--- src/rtl/vgs_pkg.sv ---
// Shared definitions for the VGS gate-drive path (PWM generator and vgs_controller).
package vgs_pkg;

  typedef enum logic [1:0] {
    S_IDLE      = 2'd0,
    S_SOFTSTART = 2'd1,
    S_RUN       = 2'd2,
    S_FAULT     = 2'd3
  } vgs_state_e;

  // VGS_MIN_ON is also the vgs_controller acceptance threshold.
  localparam int unsigned VGS_MIN_ON     = 3;
  localparam int unsigned VGS_MIN_PERIOD = 8;
  localparam int unsigned VGS_CLK_HZ     = 12_000_000;

endpackage

--- src/rtl/vgs_pwm_ramp.sv ---
// Soft-start ramp: step counter and on-time register, built only with VGS_PWM_SOFT_START_EN.
module vgs_pwm_ramp
  import vgs_pkg::*;
#(
  parameter int unsigned CNT_W        = 16,
  parameter int unsigned MIN_ON       = VGS_MIN_ON,
  parameter int unsigned RAMP_PERIODS = 4,
  parameter int unsigned RAMP_STEP    = 1
) (
  input  logic             clk,
  input  logic             rst_n,
  input  logic             i_start,
  input  logic             i_step,
  output logic [CNT_W-1:0] o_on_nxt
);

  localparam logic [CNT_W-1:0] C_MIN_ON = CNT_W'(MIN_ON);
  localparam logic [CNT_W-1:0] C_STEP   = CNT_W'(RAMP_STEP);
  localparam logic [CNT_W-1:0] C_LAST   = CNT_W'(RAMP_PERIODS - 1);
  localparam logic [CNT_W-1:0] C_ONE    = CNT_W'(1);

  logic [CNT_W-1:0] r_on;
  logic [CNT_W-1:0] r_steps;
  logic [CNT_W-1:0] w_steps_nxt;

  // o_on_nxt is the on-time of the period that starts at the coming edge.
  always_comb begin
    o_on_nxt    = r_on;
    w_steps_nxt = r_steps;
    if (i_start) begin
      o_on_nxt    = C_MIN_ON;
      w_steps_nxt = '0;
    end else if (i_step) begin
      if (r_steps >= C_LAST) begin
        w_steps_nxt = '0;
        o_on_nxt    = r_on + C_STEP;
      end else begin
        w_steps_nxt = r_steps + C_ONE;
      end
    end
  end

  always_ff @(posedge clk or negedge rst_n) begin
    if (!rst_n) begin
      r_on    <= '0;
      r_steps <= '0;
    end else begin
      r_on    <= o_on_nxt;
      r_steps <= w_steps_nxt;
    end
  end

endmodule

--- src/rtl/vgs_pwm_generator.sv ---
// Fixed-frequency gate-drive PWM with double-buffered config, on-time clamping and latched fault.
// Optional soft-start ramp is built when VGS_PWM_SOFT_START_EN is defined.
module vgs_pwm_generator
  import vgs_pkg::*;
#(
  parameter int unsigned CNT_W        = 16,
  parameter int unsigned MIN_PERIOD   = VGS_MIN_PERIOD,
  parameter int unsigned MIN_ON       = VGS_MIN_ON,
  parameter int unsigned MAX_ON       = 100,
  parameter int unsigned RAMP_PERIODS = 4,
  parameter int unsigned RAMP_STEP    = 1
) (
  input  logic             clk,
  input  logic             rst_n,
  input  logic             Enable,
  input  logic [CNT_W-1:0] PeriodCfg,
  input  logic [CNT_W-1:0] OnCfg,
  input  logic             CfgLoad,
  input  logic             Fault,
  output logic             PwmVGS,
  output logic             PeriodStart,
  output logic             Running,
  output logic             FaultLatched
);

  localparam logic [CNT_W-1:0] C_MIN_PERIOD = CNT_W'(MIN_PERIOD);
  localparam logic [CNT_W-1:0] C_MIN_ON     = CNT_W'(MIN_ON);
  localparam logic [CNT_W-1:0] C_MAX_ON     = CNT_W'(MAX_ON);
  localparam logic [CNT_W-1:0] C_ONE        = CNT_W'(1);

  vgs_state_e       r_state, w_state_nxt;
  logic [CNT_W-1:0] r_cnt, w_cnt_nxt;
  logic [CNT_W-1:0] r_act_period, r_act_on;
  logic [CNT_W-1:0] r_pend_period, r_pend_on;
  logic             r_pend_vld;
  logic             w_load, w_wrap, w_run_nxt;
  logic [CNT_W-1:0] w_clamp_period, w_clamp_on;
  logic [CNT_W-1:0] w_tgt_nxt, w_on_eff_nxt;

  always_comb begin
    w_clamp_period = (r_pend_period < C_MIN_PERIOD) ? C_MIN_PERIOD : r_pend_period;
    w_clamp_on     = r_pend_on;
    if (w_clamp_on > C_MAX_ON)
      w_clamp_on = C_MAX_ON;
    if (w_clamp_on > w_clamp_period - C_ONE)
      w_clamp_on = w_clamp_period - C_ONE;
    if (w_clamp_on < C_MIN_ON)
      w_clamp_on = '0;
  end

  assign w_wrap = (r_cnt == r_act_period - C_ONE);

`ifdef VGS_PWM_SOFT_START_EN
  logic [CNT_W-1:0] w_ramp_nxt;
  logic             w_ramp_start, w_ramp_step;

  assign w_ramp_start = (r_state == S_IDLE) && Enable && !Fault;
  assign w_ramp_step  = (r_state == S_SOFTSTART) && w_wrap && Enable && !Fault;

  vgs_pwm_ramp #(
    .CNT_W       (CNT_W),
    .MIN_ON      (MIN_ON),
    .RAMP_PERIODS(RAMP_PERIODS),
    .RAMP_STEP   (RAMP_STEP)
  ) u_ramp (
    .clk     (clk),
    .rst_n   (rst_n),
    .i_start (w_ramp_start),
    .i_step  (w_ramp_step),
    .o_on_nxt(w_ramp_nxt)
  );
`endif

  always_comb begin
    w_state_nxt = r_state;
    w_cnt_nxt   = r_cnt;
    w_load      = 1'b0;
    unique case (r_state)
      S_IDLE: begin
        w_cnt_nxt = '0;
        if (Enable) begin
`ifdef VGS_PWM_SOFT_START_EN
          w_state_nxt = S_SOFTSTART;
`else
          w_state_nxt = S_RUN;
`endif
          w_load = r_pend_vld;
        end
      end
      S_SOFTSTART, S_RUN: begin
        if (!Enable) begin
          w_state_nxt = S_IDLE;
          w_cnt_nxt   = '0;
        end else if (w_wrap) begin
          w_cnt_nxt = '0;
          w_load    = r_pend_vld;
`ifdef VGS_PWM_SOFT_START_EN
          if ((r_state == S_SOFTSTART) &&
              (w_ramp_nxt >= (r_pend_vld ? w_clamp_on : r_act_on)))
            w_state_nxt = S_RUN;
`endif
        end else begin
          w_cnt_nxt = r_cnt + C_ONE;
        end
      end
      S_FAULT: begin
        w_cnt_nxt = '0;
        if (!Enable)
          w_state_nxt = S_IDLE;
      end
      default: begin
        w_state_nxt = S_IDLE;
        w_cnt_nxt   = '0;
      end
    endcase
    if (Fault) begin
      w_state_nxt = S_FAULT;
      w_cnt_nxt   = '0;
      w_load      = 1'b0;
    end
  end

  assign w_tgt_nxt = w_load ? w_clamp_on : r_act_on;
  assign w_run_nxt = (w_state_nxt == S_RUN) || (w_state_nxt == S_SOFTSTART);

  always_comb begin
    w_on_eff_nxt = w_tgt_nxt;
`ifdef VGS_PWM_SOFT_START_EN
    if ((w_state_nxt == S_SOFTSTART) && (w_ramp_nxt < w_tgt_nxt))
      w_on_eff_nxt = w_ramp_nxt;
`endif
  end

  always_ff @(posedge clk or negedge rst_n) begin
    if (!rst_n) begin
      r_state       <= S_IDLE;
      r_cnt         <= '0;
      r_act_period  <= C_MIN_PERIOD;
      r_act_on      <= '0;
      r_pend_period <= C_MIN_PERIOD;
      r_pend_on     <= '0;
      r_pend_vld    <= 1'b0;
    end else begin
      r_state <= w_state_nxt;
      r_cnt   <= w_cnt_nxt;
      if (w_load) begin
        r_act_period <= w_clamp_period;
        r_act_on     <= w_clamp_on;
      end
      // A load arriving on a boundary cycle stays pending for the following boundary.
      if (CfgLoad && !Fault) begin
        r_pend_period <= PeriodCfg;
        r_pend_on     <= OnCfg;
        r_pend_vld    <= 1'b1;
      end else if (w_load) begin
        r_pend_vld <= 1'b0;
      end
    end
  end

  // Outputs are registered from next-state values so they line up with the counter.
  always_ff @(posedge clk or negedge rst_n) begin
    if (!rst_n) begin
      PwmVGS       <= 1'b0;
      PeriodStart  <= 1'b0;
      Running      <= 1'b0;
      FaultLatched <= 1'b0;
    end else begin
      PwmVGS       <= w_run_nxt && (w_cnt_nxt < w_on_eff_nxt);
      PeriodStart  <= w_run_nxt && (w_cnt_nxt == '0);
      Running      <= w_run_nxt;
      FaultLatched <= (w_state_nxt == S_FAULT);
    end
  end

endmodule

--- config.mk ---
export PLATFORM = sky130hd
export DESIGN_NAME = vgs_pwm_generator
export DESIGN_NICKNAME = d
export VERILOG_FILES = /design/src/rtl/vgs_pkg.sv /design/src/rtl/vgs_pwm_ramp.sv /design/src/rtl/vgs_pwm_generator.sv
export SDC_FILE = /design/constraint.sdc
export NUM_CORES = 1
export LEC_CHECK = 0
export CORE_MARGIN = 2
export CORE_UTILIZATION = 38
export CTS_CLUSTER_SIZE = 25
export DETAILED_ROUTE_END_ITERATION = 10
export GPL_TIMING_DRIVEN = 0
export PLACE_DENSITY = 0.62
export SYNTH_ARGS = -nofsm -noshare
export SYNTH_HDL_FRONTEND = slang
export SYNTH_SLANG_ARGS = --single-unit
--- constraint.sdc ---
create_clock -name clk -period 5.8 [get_ports clk]
set_input_delay 0.58 -clock clk [delete_from_list [all_inputs] [get_ports clk]]
set_output_delay 0.58 -clock clk [all_outputs]
set_load 0.01 [all_outputs]
==> metrics.txt, run 1 <==
Post-Synth XOR/XNOR Area=7.110%; first-pass GRT wire length=22.67 mm; EDFF count, synth=0; Chip Height=126.1 microns; total number of vias=4388; Worst Reg-to-Reg Cells=24; Critical Path AT=5.66 ns; num rows=44; Slew Limit Fails=0; Avg Inst Size Synth=10.10 sq um; H-tree Lvls=3; # DRC=0; Final Hold Violating Endpoints=0; global placement routability congestion=0.9150; drt first pass iters=4; Layout area overhead=18.72%; data required time at the worst endpoint=6.07 ns; Leakage Power=2.834 nW; post-synthesis instance total=561; clk sinks=87; post-route ant nets=0; Port Buffer Count=40; top cells by area, synth=dfrtp_1 38%, ha_1 8.2%, mux2_2 6.6%; main combinational cell family by area after synthesis=simple AND/OR/NAND/NOR gates; Startpoint Class=flop; root buffer cell=clkbuf_16; Netlist Area Pre-Place=5667 sq um; Clock Latency Late Sink=0.35 ns; n_diodes=0; Synth Area in Simple Gates=17.24%; post-synthesis compound-gate area fraction=11.04%; vias per cell=5.424; # fillers=1388; Clock Tree Buf Depth=2; Slew headroom=42.85%; layout cells sized above 1=14.40%; min Tclk post-route=5.392 ns; fin crit share=92.97%; dominant synthesized flop cell=dfrtp_1; Critical Path, Cell by Cell=nor4_4, nand4_1, nand2_2, ha_1, nor3b_4, a31oi_1, a31oi_1, ha_1, nand4_1, nor4_2, a21bo_2, a31o_2, buf_2, nor2_1, mux2i_1, ha_1, a21oi_1, nor2b_1, o21ai_0, a21oi_1, o21a_1, o21ai_0, nand4b_1, a21oi_2; CP max-delay cell=dfrtp_1; drt wl/cell=16.69 microns; Register Area=2182 sq um; Total GRT Usage=17.99%; final setup fails=0; ys async rst share=100.0%; mux cell area share after synthesis=14.53%; FF-to-FF setup slack=0.41 ns; Min-Delay Path Class=in -> async; Worst-path clk slew=0.06 ns; fmax=0.1855 GHz; Synth Area in Adders=8.170%; Slowest Stage Delay on Critical Path=0.47 ns; Synth top area share=37.54%; HPWL after DPL=10.48 mm; DRT iter0 DRCs=255; vias in the first global route=4593; initial antenna violation count=0; die width=126.1 microns; Yosys top cell by area=dfrtp_1; CP endpoint=PwmVGS; Starting Density=38.99%; setup TNS=0 ns; I/O pins=41; Worst R2R Start=r_pend_period[15]; multi-input logic area=3402 sq um; CP Class=reg -> reg; overflow left after global routing=0; sequential element share of the synthesized area=38.46%; result of the run=complete, no violations; crit end category=flop; max-cap violation count=0; Power Dens Cells=327.2 nW/um^2; final wirelength=13.51 mm; CTS buffer count=9; Worst Setup SP=r_pend_period[15]; # nets final=695; Least-Margin Pin Slew=0.8462 ns; post-synthesis register bit count=87; die area=15910 sq um; reg2reg end=PwmVGS; clock skew=0.007451 ns; Distinct cells, synth=66; Synth Warn #=0; CTS tree=yes; Core Area=14530 sq um; maximum VDD drop=0.2046 mV; post-cts hold buffer count=0; worst-path maximum fanout=10; largest net degree at the start of global routing=70; most frequent CP cell=ha_1; fin util=46.29%
flip-flops by register name, indices dropped and copies added (netlist names):
register / flops
r_act_period: 16
PeriodStart: 1
r_pend_vld: 1
Running: 1
r_cnt: 16
PwmVGS: 1
r_state: 2
r_pend_period: 16
r_act_on: 16
FaultLatched: 1
r_pend_on: 16
kinds of logic after synthesis:
logic type               after synthesis
buffers and inverters                 40
adder cells (fa/ha/maj)               37
XOR/XNOR                              46
AND/OR/NAND/NOR                      177
other                                  1
multiplexers                          75
AO/OA/AOI/OAI                         98
flip-flops                            87
final cells by class:
type | count | area share (%)
Timing Repair Buffer | 44 | 6.658
Buffer | 24 | 1.971
Clock inverter | 3 | 0.2604
Sequential cell | 87 | 32.43
Multi-Input combinational cell | 442 | 50.57
Tap cell | 184 | 3.422
Inverter | 13 | 0.7253
Clock buffer | 12 | 3.961
what timing repair did:
action | 4_1_cts | 5_1_grt
gates resized for setup | 7 | 11
gates cloned | 0 | 0
buffers inserted | 2 | 1
pin swaps | 4 | 3
endpoints found under the setup margin | 1 | 1
stage by stage:
| step | std cells | setup WS [ns] | instance area [sq um] | hold WS [ns] | power [mW] |
|---|---|---|---|---|---|
| CTS | 811 | 0.05567 | 6681 | 0.1169 | 2.205 |
| floorplan | 569 | 0.5236 | 5697 | 0.2844 | 1.402 |
| global route | 809 | -0.03368 | 6728 | 0.1227 | 2.352 |
| detailed placement | 794 | -0.8042 | 6352 | 0.4811 | 1.631 |
| global placement | 793 | -0.7146 | 6327 | 0.4728 | 1.594 |
| finish | 809 | 0.4078 | 6728 | 0.1177 | 2.201 |
cell usage in the layout (no fill, tap or decap), drive strengths merged, types with 8 or more instances in the layout:
cell | synthesis | routed
nor4 | 9 | 9
nor3 | 14 | 14
a21oi | 21 | 21
buf | 12 | 18
ha | 37 | 37
o21ai | 32 | 32
nand4 | 10 | 10
mux2 | 58 | 58
mux2i | 17 | 17
nand3 | 18 | 18
dfrtp | 85 | 85
conb | 1 | 9
and2 | 8 | 8
clkbuf | 15 | 23
inv | 13 | 13
xor2 | 18 | 18
xnor2 | 28 | 28
nor2 | 48 | 48
nand2 | 25 | 25
clkdlybuf4s50 | 0 | 39
worst min path at each step:
stage / from / end / slack, ns / depth (start not counted)
after floorplan: rst_n / FaultLatched / 0.28 / 0
after global placement: r_act_on[1] / r_act_on[1] / 0.47 / 1
after detailed placement: r_act_on[6] / r_act_on[6] / 0.48 / 1
after CTS: rst_n / r_cnt[6] / 0.12 / 1
after global routing: rst_n / r_cnt[6] / 0.12 / 1
final: rst_n / r_cnt[6] / 0.12 / 1
Yosys cell counts, types with 8 or more instances:
| cell type | count |
|---|---|
| mux2_1 | 25 |
| dfrtp_1 | 85 |
| clkbuf_1 | 15 |
| ha_1 | 37 |
| nand4_1 | 10 |
| inv_1 | 13 |
| o21ai_0 | 25 |
| mux2i_1 | 17 |
| nand2_1 | 25 |
| mux2_2 | 33 |
| a21oi_1 | 21 |
| xor2_1 | 18 |
| xnor2_1 | 28 |
| nor3_1 | 12 |
| and2_1 | 8 |
| nand3_1 | 17 |
| nor2_1 | 48 |
critical path, delay by kind of cell, from the launching register on:
family	cells	cell delay, ns
AO/OA/AOI/OAI	10	1.94
multiplexers	1	0.11
flip-flops	1	0.47
AND/OR/NAND/NOR	9	1.88
buffers and inverters	1	0.20
adder cells (fa/ha/maj)	3	0.71
power breakdown:
| group | total (mW) | switching, mW | internal [mW] |
|---|---|---|---|
| clock network | 0.558 | 0.236 | 0.321 |
| registers | 0.913 | 0.163 | 0.750 |
| logic | 0.730 | 0.375 | 0.355 |
per-layer routing:
layer	up-vias	share of wire [%]	global-route usage (%)
met5	-	0	0
met4	0	3.4	8.080
met3	29	3.1	3.483
met2	79	47	29.82
met1	2129	46	22.80
li1	2151	-	-
Power figures use the tool's default switching activity.
==> run 2: changes to the inputs <==
--- a/config.mk
+++ b/config.mk
@@ -7,6 +7,7 @@
 export LEC_CHECK = 0
 export CORE_MARGIN = 2
 export CORE_UTILIZATION = 38
+export CTS_CLUSTER_DIAMETER = 50
 export CTS_CLUSTER_SIZE = 25
 export DETAILED_ROUTE_END_ITERATION = 10
 export GPL_TIMING_DRIVEN = 0
==> results of run 2 <==
No change in the layout: final DEF, timing and power equal those of run 1.
==> run 3: changes to the inputs <==
--- a/config.mk
+++ b/config.mk
@@ -12,6 +12,7 @@
 export DETAILED_ROUTE_END_ITERATION = 10
 export GPL_TIMING_DRIVEN = 0
 export PLACE_DENSITY = 0.62
+export SLEW_MARGIN = 30
 export SYNTH_ARGS = -nofsm -noshare
 export SYNTH_HDL_FRONTEND = slang
 export SYNTH_SLANG_ARGS = --single-unit
==> metrics.txt, run 3 (same netlist as run 1, synthesis figures left out) <==
root buffer cell=clkbuf_16 (unchanged); Chip Height=126.1 microns (unchanged); wire length on met3=458 microns (was 420 microns); overflow left after global routing=0 (unchanged); first-pass GRT wire length=22.63 mm (was 22.67 mm); Critical Path AT=5.68 ns (was 5.66 ns); largest net degree at the start of global routing=70 (unchanged); Clock Latency Late Sink=0.35 ns (about the same); drt wl/cell=16.74 microns (was 16.69 microns); FF-to-FF setup slack=0.39 ns (was 0.41 ns); Port Buffer Count=40 (unchanged); vias in the first global route=4615 (was 4593); final setup fails=0 (unchanged); Startpoint Class=flop (unchanged); Power Dens Cells=327.0 nW/um^2 (was 327.2 nW/um^2); CTS buffer count=9 (unchanged); DP Cell Count=794 (unchanged); Layout area overhead=19.01% (was 18.72%); fmax=0.1848 GHz (was 0.1855 GHz); die width=126.1 microns (unchanged); final wirelength=13.59 mm (was 13.51 mm); max-cap violation count=0 (unchanged); global placement routability congestion=0.9150 (unchanged); I/O pins=41 (unchanged); met2 WL=6.499 mm (was 6.407 mm); # nets final=697 (was 695); DRT iter0 DRCs=292 (was 255); clock skew=0.007547 ns (was 0.007451 ns); HPWL after DPL=10.47 mm (was 10.48 mm); Cell Area, Placed=6356 sq um (was 6352 sq um); # DRC=0 (unchanged); worst-path maximum fanout=10 (unchanged); maximum VDD drop=0.2190 mV (was 0.2046 mV); num rows=44 (unchanged); result of the run=complete, no violations (unchanged); vias per cell=5.485 (was 5.424); Final Hold Violating Endpoints=0 (unchanged); final cell count without fillers=812 (was 809); crit end category=flop (unchanged); met1 WL=6.212 mm (was 6.218 mm); initial antenna violation count=0 (unchanged); die area=15910 sq um (unchanged); Core Area=14530 sq um (unchanged); Slew headroom=42.38% (was 42.85%); DR top layer=met4 (unchanged); Slew Limit Fails=0 (unchanged); CP Class=reg -> reg (unchanged); most frequent standard cell in the layout excluding fill and tap cells=dfrtp_1 (unchanged); n_diodes=0 (unchanged); drt first pass iters=5 (was 4); min Tclk post-route=5.411 ns (was 5.392 ns); fin area=6744 sq um (was 6728 sq um); Worst-path clk slew=0.06 ns (about the same); Min-Delay Path Class=in -> async (unchanged); Clock Tree Buf Depth=2 (unchanged); post-route ant nets=0 (unchanged); Total GRT Usage=17.85% (was 17.99%); most frequent cells in the layout=83 x dfrtp_1, 48 x nor2_1, 39 x clkdlybuf4s50_1, 37 x ha_1, 33 x mux2_2 (unchanged); total number of vias=4454 (was 4388); layout cells sized above 1=14.17% (was 14.40%); Starting Density=38.99% (unchanged); clk sinks=87 (unchanged); H-tree Lvls=3 (unchanged); Min Hold Slack=0.07241 ns (was 0.1177 ns); data required time at the worst endpoint=6.07 ns (about the same); fin crit share=93.29% (was 92.97%); CTS tree=yes (unchanged); Least-Margin Pin Slew=0.8531 ns (was 0.8462 ns); Leakage Power=2.842 nW (was 2.834 nW)
## run 3: final cells by class
| type | instances | area [sq um] |
|---|---|---|
| Fill cell | 1400 | 7790 |
| Multi-Input combinational cell | 442 | 3402 |
| Sequential cell | 87 | 2182 |
| Timing Repair Buffer | 46 | 466.7 |
| Clock buffer | 16 | 281.5 |
| Tap cell | 184 | 230.2 |
| Buffer | 24 | 132.6 |
| Inverter | 13 | 48.80 |
## run 3: layer usage
metal,GRT usage [%],vias to the layer above
met3,3.526,30
met5,0,-
li1,-,2158
met1,22.08,2163
met2,30.20,103
met4,7.951,0
## run 3: final timing paths
check	from	end	depth (start not counted)
worst max-delay path	r_pend_period[12]	PwmVGS	25
worst min-delay path	rst_n	r_cnt[4]	1
worst max register to register	r_pend_period[12]	PwmVGS	25
worst min register to register	r_act_on[15]	r_act_on[15]	1
max in group asynchronous	rst_n	r_pend_period[3]	2
min in group clk	r_act_on[15]	r_act_on[15]	1
## run 3: critical path, cell delays in order, from the launching register on
cell	delay, ns
dfrtp_2	0.50
nor4_4	0.35
nand4_1	0.26
nand2_2	0.18
ha_1	0.20
nor3b_4	0.28
nand3_1	0.12
nor4_2	0.18
xnor2_1	0.19
ha_1	0.19
nand4_1	0.17
nor4_2	0.33
a21bo_2	0.26
a31o_2	0.29
buf_2	0.20
nor2_1	0.14
mux2i_1	0.10
ha_1	0.30
a21oi_1	0.15
nor2b_1	0.06
o21ai_0	0.15
a21oi_1	0.09
o21a_1	0.17
o21ai_0	0.15
nand4b_1	0.16
a21oi_2	0.15
## run 3: timing repair
| item | in CTS | in global routing |
|---|---|---|
| hold buffers | 0 | 0 |
| gates resized for setup | 7 | 11 |
| pin swaps | 4 | 3 |
| endpoints found under the setup margin | 1 | 1 |
| buffers inserted | 2 | 3 |
## run 3: stage by stage
stage,utilization (%),total power [mW],worst slack [ns],TNS (ns)
after floorplan,-,1.402,0.5236,0
after detailed placement,43.73,1.632,-0.7997,-0.7997
after CTS,45.98,2.206,0.05389,0
final,46.40,2.205,0.3891,0
after global routing,46.40,2.348,-0.02802,-0.02802
after global placement,43.53,1.594,-0.7146,-0.7146
## run 3: power by group
part | leakage (nW) | switching, mW | total [mW] | internal (mW)
Clock | 0.137 | 0.232 | 0.558 | 0.326
Combinational | 1.63 | 0.377 | 0.734 | 0.357
Sequential | 1.07 | 0.163 | 0.913 | 0.750
